`src/rtl/keypad_scanner.sv`:
```
// keypad_scanner
//   Row-scanning front end for a 4x4 keypad, feeding key_decode.
//   Rows are driven one-hot, active-high. Each row is held for SCAN_DIV
//   cycles. The raw active-low columns are synchronised, then debounced
//   on both press and release. Only single-key closures are accepted.
//   An accepted key is presented as a one-hot row plus an active-low
//   column, with a one-cycle key_valid pulse.
//
//   Optional build macro: KEYPAD_REPEAT_EN
//     When defined, holding a key emits extra key_valid pulses. The first
//     comes REPEAT_DELAY cycles after acceptance, then one every
//     REPEAT_PERIOD cycles.
//
// Ports
//   clk        in   system clock
//   reset_n    in   asynchronous active-low reset
//   col_n[3:0] in   raw columns, pulled up; bit 3 = column 1; 0 = closed
//   row[3:0]   out  one-hot row drive; 4'b1000 = row 1
//   key_row    out  one-hot row of the last accepted key
//   key_col    out  active-low column of the last accepted key
//   key_valid  out  one-cycle pulse when a key is accepted (or repeats)
//   key_held   out  high while the accepted key is still closed
module keypad_scanner #(
    parameter int SCAN_DIV      = 1000,
    parameter int DEBOUNCE_CNT  = 20,
    parameter int REPEAT_DELAY  = 500000,
    parameter int REPEAT_PERIOD = 100000
) (
    input  logic       clk,
    input  logic       reset_n,
    input  logic [3:0] col_n,
    output logic [3:0] row,
    output logic [3:0] key_row,
    output logic [3:0] key_col,
    output logic       key_valid,
    output logic       key_held
);
    localparam int DW_W = $clog2(SCAN_DIV);
    localparam int DB_W = $clog2(DEBOUNCE_CNT + 1);
    localparam logic [DW_W-1:0] DWELL_LAST = DW_W'(SCAN_DIV - 1);
    localparam logic [DB_W-1:0] DB_DONE    = DB_W'(DEBOUNCE_CNT);

    if (SCAN_DIV < 4 || DEBOUNCE_CNT < 1 || REPEAT_PERIOD < 1 ||
        REPEAT_DELAY < REPEAT_PERIOD) begin : g_bad_params
        $error("keypad_scanner: invalid parameter set");
    end

    typedef enum logic [1:0] {SCAN, DEBOUNCE, HELD, RELEASE} state_t;

    state_t          state_q, state_d;
    logic [3:0]      sync1_q, col_s_q;
    logic [3:0]      row_q, row_d;
    logic [3:0]      cand_row_q, cand_row_d;
    logic [3:0]      cand_col_q, cand_col_d;
    logic [3:0]      key_row_q, key_row_d;
    logic [3:0]      key_col_q, key_col_d;
    logic            key_valid_q, key_valid_d;
    logic            key_held_q, key_held_d;
    logic [DW_W-1:0] dwell_q, dwell_d;
    logic [DB_W-1:0] dbc_q, dbc_d, dbc_inc;
    logic            one_low, all_high, cand_low;

`ifdef KEYPAD_REPEAT_EN
    localparam int RPT_W = $clog2(REPEAT_DELAY + 1);
    localparam logic [RPT_W-1:0] RPT_FIRE   = RPT_W'(REPEAT_DELAY);
    // Reloading to DELAY-PERIOD makes every later fire land PERIOD cycles apart.
    localparam logic [RPT_W-1:0] RPT_RELOAD = RPT_W'(REPEAT_DELAY - REPEAT_PERIOD);
    logic [RPT_W-1:0] rpt_q, rpt_d;
`endif

    function automatic logic [3:0] rot_right(input logic [3:0] r);
        return {r[0], r[3:1]};
    endfunction

    always_comb begin
        dbc_inc  = (dbc_q == DB_DONE) ? dbc_q : dbc_q + 1'b1;
        one_low  = $onehot(~col_s_q);
        all_high = (col_s_q == 4'b1111);
        // The candidate's single zero column is still closed.
        cand_low = |(~col_s_q & ~cand_col_q);

        state_d     = state_q;
        row_d       = row_q;
        dwell_d     = dwell_q;
        dbc_d       = dbc_q;
        cand_row_d  = cand_row_q;
        cand_col_d  = cand_col_q;
        key_row_d   = key_row_q;
        key_col_d   = key_col_q;
        key_valid_d = 1'b0;
        key_held_d  = key_held_q;
`ifdef KEYPAD_REPEAT_EN
        rpt_d       = '0;
`endif

        case (state_q)
            SCAN: begin
                if (dwell_q == DWELL_LAST) begin
                    dwell_d = '0;
                    if (one_low) begin
                        cand_col_d = col_s_q;
                        cand_row_d = row_q;
                        dbc_d      = '0;
                        state_d    = DEBOUNCE;
                    end else begin
                        row_d = rot_right(row_q);
                    end
                end else begin
                    dwell_d = dwell_q + 1'b1;
                end
            end
            DEBOUNCE: begin
                if (col_s_q == cand_col_q) begin
                    dbc_d = dbc_inc;
                    if (dbc_inc == DB_DONE) begin
                        key_row_d   = cand_row_q;
                        key_col_d   = cand_col_q;
                        key_valid_d = 1'b1;
                        key_held_d  = 1'b1;
                        state_d     = HELD;
                    end
                end else begin
                    row_d   = rot_right(cand_row_q);
                    dwell_d = '0;
                    state_d = SCAN;
                end
            end
            HELD: begin
                if (all_high) begin
                    dbc_d   = '0;
                    state_d = RELEASE;
                end else begin
`ifdef KEYPAD_REPEAT_EN
                    if (rpt_q + 1'b1 == RPT_FIRE) begin
                        key_valid_d = 1'b1;
                        rpt_d       = RPT_RELOAD;
                    end else begin
                        rpt_d = rpt_q + 1'b1;
                    end
`endif
                end
            end
            RELEASE: begin
                if (all_high) begin
                    dbc_d = dbc_inc;
                    if (dbc_inc == DB_DONE) begin
                        key_held_d = 1'b0;
                        row_d      = rot_right(cand_row_q);
                        dwell_d    = '0;
                        state_d    = SCAN;
                    end
                end else if (cand_low) begin
                    state_d = HELD;
                end else begin
                    // Another column closed while ours is open: not a stable release.
                    dbc_d = '0;
                end
            end
            default: state_d = SCAN;
        endcase
    end

    always_ff @(posedge clk or negedge reset_n) begin
        if (!reset_n) begin
            state_q     <= SCAN;
            sync1_q     <= 4'b1111;
            col_s_q     <= 4'b1111;
            row_q       <= 4'b1000;
            dwell_q     <= '0;
            dbc_q       <= '0;
            cand_row_q  <= 4'b1000;
            cand_col_q  <= 4'b1111;
            key_row_q   <= 4'b0000;
            key_col_q   <= 4'b1111;
            key_valid_q <= 1'b0;
            key_held_q  <= 1'b0;
`ifdef KEYPAD_REPEAT_EN
            rpt_q       <= '0;
`endif
        end else begin
            state_q     <= state_d;
            sync1_q     <= col_n;
            col_s_q     <= sync1_q;
            row_q       <= row_d;
            dwell_q     <= dwell_d;
            dbc_q       <= dbc_d;
            cand_row_q  <= cand_row_d;
            cand_col_q  <= cand_col_d;
            key_row_q   <= key_row_d;
            key_col_q   <= key_col_d;
            key_valid_q <= key_valid_d;
            key_held_q  <= key_held_d;
`ifdef KEYPAD_REPEAT_EN
            rpt_q       <= rpt_d;
`endif
        end
    end

    assign row       = row_q;
    assign key_row   = key_row_q;
    assign key_col   = key_col_q;
    assign key_valid = key_valid_q;
    assign key_held  = key_held_q;

endmodule

```
`config.mk`:
```
export PLATFORM = sky130hd
export DESIGN_NAME = keypad_scanner
export DESIGN_NICKNAME = d
export VERILOG_FILES = /design/src/rtl/keypad_scanner.sv
export SDC_FILE = /design/constraint.sdc
export NUM_CORES = 1
export LEC_CHECK = 0
export ABC_AREA = 1
export ABC_CLOCK_PERIOD_IN_PS = 2850
export CORE_MARGIN = 2
export CORE_UTILIZATION = 45
export DETAILED_ROUTE_END_ITERATION = 16
export PLACE_DENSITY = 0.71
export SLEW_MARGIN = 20
export SYNTH_ARGS = -nofsm -noshare
export SYNTH_HDL_FRONTEND = slang
export SYNTH_SLANG_ARGS = --single-unit
```
`constraint.sdc`:
```
create_clock -name clk -period 2.85 [get_ports clk]
set_input_delay 0.855 -clock clk [delete_from_list [all_inputs] [get_ports clk]]
set_output_delay 0.855 -clock clk [all_outputs]
set_load 0.01 [all_outputs]
```
# Word level (Yosys, flattened, before mapping)
# Cells that the tools add are included.
word_totals:
  out_inout_bits: 14
  ff_bits: 47
  wordCells: 89
  input_bits: 6
op_classes:
  reduce_logical: 11
  n_mux: 36
  addsub: 5
  n_eq_ne: 22
  bitwise: 3
ops:
  columns: ["op", "count"]
  rows:
  - ["10-bit 2-to-1 mux", 4]
  - ["5-bit 2-to-1 mux", 7]
  - ["10-bit case mux with 3 select lines", 1]
  - ["4-bit 2-to-1 mux", 5]
  - ["5-bit case mux with 4 select lines", 1]
  - ["2-bit inequality test, second input constant", 9]
  - ["2-bit 2-to-1 mux", 8]
  - ["3-bit inequality test, second input constant", 4]
  - ["4-bit case mux with 3 select lines", 1]
  - ["6-bit AND reduction", 2]
  - ["10-bit by 1-bit adder with 10-bit output, second input constant", 1]
  - ["10-bit == test, second input constant", 1]
  - ["5-bit == test, second input constant", 2]
  - ["5-bit AND reduction", 2]
  - ["4-bit inverter", 2]
  - ["2-bit case mux with 4 select lines", 1]
  - ["1-bit 2-to-1 mux", 7]
  - ["3-bit AND reduction", 2]
  - ["5-bit by 1-bit adder with 5-bit output, second input constant", 1]
  - ["1-bit by 1-bit adder with 2-bit output", 2]
  - ["4-bit AND", 1]
  - ["2-bit == test, second input constant", 2]
  - ["4-bit == test", 1]
  - ["4-bit == test, second input constant", 1]
  - ["9 further kinds", 9]

# Longest topological paths before layout
depth:
  ltp_word: 7
  ltp_mapped: 13
  ltp_nobuf: 12

# Least setup slack after synthesis
# OpenSTA, ideal clock, no wires.
synth_timing:
  kind: "register -> register"
  start: "register col_s_q[0]"
  end: "register cand_row_q[1]"
  synth_period_minus_slack_ns: 2.374
  path_stages_with_launch: 11
  slack_ns: 0.476
  setup_time_ns: 0.131
  required_time_ns: 2.719
  t_arrival_ns: 2.244
  path_buffers: 1
  path_cell_list: "dfstp_2 fa_1 inv_1 ha_1 ha_1 nand3b_1 nor3_1 nand4_1 clkbuf_1 nand2_1 o21ai_0"
synth_via:
  elab_chain_len: 5
synth_rtl:
  columns: ["element", "line_no", "text"]
  rows:
  - ["start: declaration", "51", "logic [3:0] sync1_q, col_s_q;"]
  - ["start signal: assignment", "183", "col_s_q <= sync1_q;"]
  - ["4-bit inverter", "77", "one_low = $onehot(~col_s_q);"]
  - ["1-bit by 1-bit adder with 2-bit output (not written as such)", "77", null]
  - ["2-bit by 2-bit adder with 3-bit output (not written as such)", "77", null]
  - ["3-bit by 1-bit == test with 1-bit output", "77", null]
  - ["3-bit AND reduction (no line)", null, null]
  - ["end signal: assignment", "187", "cand_row_q <= cand_row_d;"]
  - ["end: declaration", "53", "logic [3:0] cand_row_q, cand_row_d;"]
# Every way passes these cells.
# A chain may end at the register's enable or synchronous reset.

# Final worst setup path
# Ends and elaborated chain as after synthesis.

==> flow_summary_export.csv <==
group,metric,value,unit
power_and_ir_drop,finalPower,1.14,mW
power_and_ir_drop,p_sw_share,23.4,%
power_and_ir_drop,pwr-share-seq,60.0,%
cells_and_area,drive_gt1_share,14.0,%
worst_setup_path,crit_chain,"fa_1 -> inv_1 -> ha_1 -> ha_1 -> nand3b_1 -> nor3_1 -> nand4_1 -> buf_4 -> nand2_1 -> o21ai_0",
power_and_ir_drop,p_per_area,416,mW/mm2
timing,skew,11.5,ps
timing,relSlewSlack,59.8,%
clock_network,numCtsBuffers,5,
cells_and_area,num_antenna_cells,0,
logic_synthesis,syn-mean-instance-area,8.44,um2
die,core,0.00511,mm2
global_routing,grt_max_degree,19,
worst_setup_path,crit_buf_inv,2,
drt,routed_via_density,4.96,
clock_network,clk_path_buf_depth,2,
timing,setup-violations-final,0,
logic_synthesis,synth_top_family_by_area,"simple AND/OR/NAND/NOR gates",
place,gp_congestion,0.821,
worst_setup_path,worstPathRequired,3030,ps
logic_synthesis,seq_area_frac_synth,50.2,%
power_and_ir_drop,vdd_ir_drop_max,0.285,mV
drt,drt_iter0_drc,102,
worst_setup_path,critPathTopFamily,"adder cells",
timing,hold_violations,0,
logic_synthesis,yosys.area_share.xor_xnor,0.734,%
die,pin_count,20,
logic_synthesis,async_reset_ff_share,100,%
logic_synthesis,synthMuxAreaShare,0,%
logic_synthesis,synth-edff-count,0,
timing,rsz0062_at_grt,"no",
cells_and_area,fin_util,53.5,%
global_routing,grtUsageTotal,17.7,%
power_and_ir_drop,clockPowerShare,36.0,%
clock_network,cts_max_level,2,
drt,first_pass_iters,5,
clock_network,clock-sinks,47,
die,dieWidth,76.8,um
min_path,hold_class,"flip-flop to flip-flop",
cells_and_area,most-common-layout-cells,"nand2_1, inv_1, o21ai_0",
die,start_util,46.7,%
cells_and_area,layout_commonest_cell,"nand2_1",
timing,finalMaxSlewViolations,0,
logic_synthesis,ys_seq_elements,47,
timing,period_needed,2350,ps
logic_synthesis,syn_nets,300,
clock_network,clk_latency,300,ps
worst_setup_path,worstPathArrival,2540,ps
flow_run,maxCapViolCount,0,
place,hpwl,3520,um
timing,tightest_slew,604,ps
clock_network,cts_setup_buffers,0,
clock_network,cts_resized,0,
worst_setup_path,cp-end-kind,"flip-flop",
worst_setup_path,crit_path_max_incr_delay,540,ps
drt,drtAntennaViolNets,0,
timing,period_share,82.5,%
clock_network,path_clk_slew,90,ps
worst_setup_path,critPathMaxFanout,16,
clock_network,cts_hold_buffers,0,
logic_synthesis,synth_cell_types,29,
timing,max_freq,0.425,GHz
logic_synthesis,yosys.area_share.adder,6.08,%
drt,routedWlPerCell,12.3,um
global_routing,antenna_found_initial,0,
place,io_buffers,19,
worst_setup_path,cp-start-kind,"flip-flop",
worst_setup_path,critical_path_class,"flip-flop to flip-flop",
logic_synthesis,synth-simple-area-share,25.5,%
power_and_ir_drop,power.internal,0.871,mW
global_routing,grt_pass1_wl,8380,um
power_and_ir_drop,share_comb_of_total_power,4.0,%
die,rows,26,
drt,drc_errors,0,
drt,route.vias.total,1874,
worst_setup_path,r2r_setup_slack,500,ps
global_routing,grt-ovfl-total,0,
drt,finalWirelength,4670,um
die,die-area,0.00590,mm2
logic_synthesis,synth_cells,283,
logic_synthesis,synth_area,0.00239,mm2
global_routing,grt_pass1_vias,1839,
cells_and_area,area_delta_synth_final,14.5,%
worst_setup_path,cp_common_cell,"ha_1",
place,post-place-ws,501,ps
cells_and_area,nFillCells,499,
timing,final.setup.tns,0,ps
logic_synthesis,yosys_warnings,0,
die,die_h,76.8,um
clock_network,cts_root_buf,"clkbuf_8",
timing,finalWorstSetupSlack,498,ps
logic_synthesis,synth_compound_area_share,10.0,%
worst_setup_path,slowest_stage,"fa_1",
power_and_ir_drop,power_switching,0.266,mW
cells_and_area,nets,324,
power_and_ir_drop,leakage,1.26,nW
logic_synthesis,ys.flop_type,"dfrtp_1",
outcome,status,"finished, final reports clean",
clock_network,cts_tree,"done",
-- layer usage --
layer | vias up | wire length [um] | share of wire (%) | global-route usage (%)
met1 | 882 | 2320 | 50 | 23.9
met2 | 33 | 2120 | 45 | 28.4
li1 | 955 | - | - | -
met4 | 0 | 67 | 1.4 | 6.55
met5 | - | 0 | 0 | 0
met3 | 4 | 164 | 3.5 | 3.53
-- synth_stat cells (all sizes together), types with 2 or more instances --
cell | instances | area (um2)
nand4 | 9 | 62.6
nor3 | 3 | 20.0
nand3 | 19 | 95.1
xor2 | 2 | 17.5
nor2 | 17 | 68.8
a21oi | 3 | 18.8
o21ai | 38 | 205
inv | 37 | 139
nand3b | 4 | 30.0
dfrtp | 29 | 726
ha | 10 | 125
buf | 3 | 31.3
nand2 | 85 | 327
dfstp | 18 | 473
clkbuf | 2 | 7.51
-- worst register-to-register path, cell delays in order (launching register included) --
cell      delay, ps
dfstp_2         400
fa_1            540
inv_1            50
ha_1            170
ha_1            260
nand3b_1        180
nor3_1          200
nand4_1         110
buf_4           200
nand2_1          60
o21ai_0          80
-- per-stage QoR --
| step | hold WS [ps] | instances | cell area (um2) |
|---|---|---|---|
| 2_1_floorplan | 345 | 283 | 2390 |
| 3_3_place_gp | 348 | 370 | 2640 |
| 3_5_place_dp | 347 | 370 | 2640 |
| 4_1_cts | 361 | 378 | 2730 |
| 5_1_grt | 364 | 378 | 2730 |
| 6_report | 360 | 378 | 2730 |
-- logic make-up after synthesis --
kind of cell | Yosys count
and+or+nand+nor | 138
buffers and inverters | 42
AOI/OAI and AO/OA | 43
xor gates and xnor gates | 2
DFF | 47
adders and majority gates | 11
-- state kept, by name (all words and copies together), names as in the netlist --
register / count
cand_row_q: 4
dbc_q: 5
row: 4
sync1_q: 4
col_s_q: 4
cand_col_q: 4
dwell_q: 10
key_valid: 1
state_q: 2
key_held: 1
key_col: 4
key_row: 4
-- power groups by stage --
stage	clock network, mW	logic (mW)	registers, mW
2_1_floorplan	0	0.0190	0.693
3_3_place_gp	0	0.0449	0.693
3_5_place_dp	0	0.0468	0.694
4_1_cts	0.421	0.0470	0.682
5_1_grt	0.453	0.0539	0.683
6_report	0.410	0.0454	0.682
-- worst paths after layout --
path                            start             to  cells past startpoint
hold reg to reg            sync1_q[2]     col_s_q[2]                      0
setup / recovery           col_s_q[0]  cand_row_q[1]                     10
max in group asynchronous     reset_n     key_col[1]                      2
min in group asynchronous     reset_n     key_row[3]                      1
hold / removal             sync1_q[2]     col_s_q[2]                      0
setup reg to reg           col_s_q[0]  cand_row_q[1]                     10
-- layout make-up --
cell class / instances / area (um2) / share of cell area [%]
inverters: 37 / 139 / 5.08
well taps: 70 / 87.6 / 3.21
clock inverters: 2 / 16.3 / 0.595
repair buffers: 22 / 208 / 7.60
clock buffers: 6 / 72.6 / 2.66
multi-input cells: 194 / 1010 / 37.0
flip-flops and latches: 47 / 1200 / 43.9
Note: power is estimated with default switching activity, not from simulation.
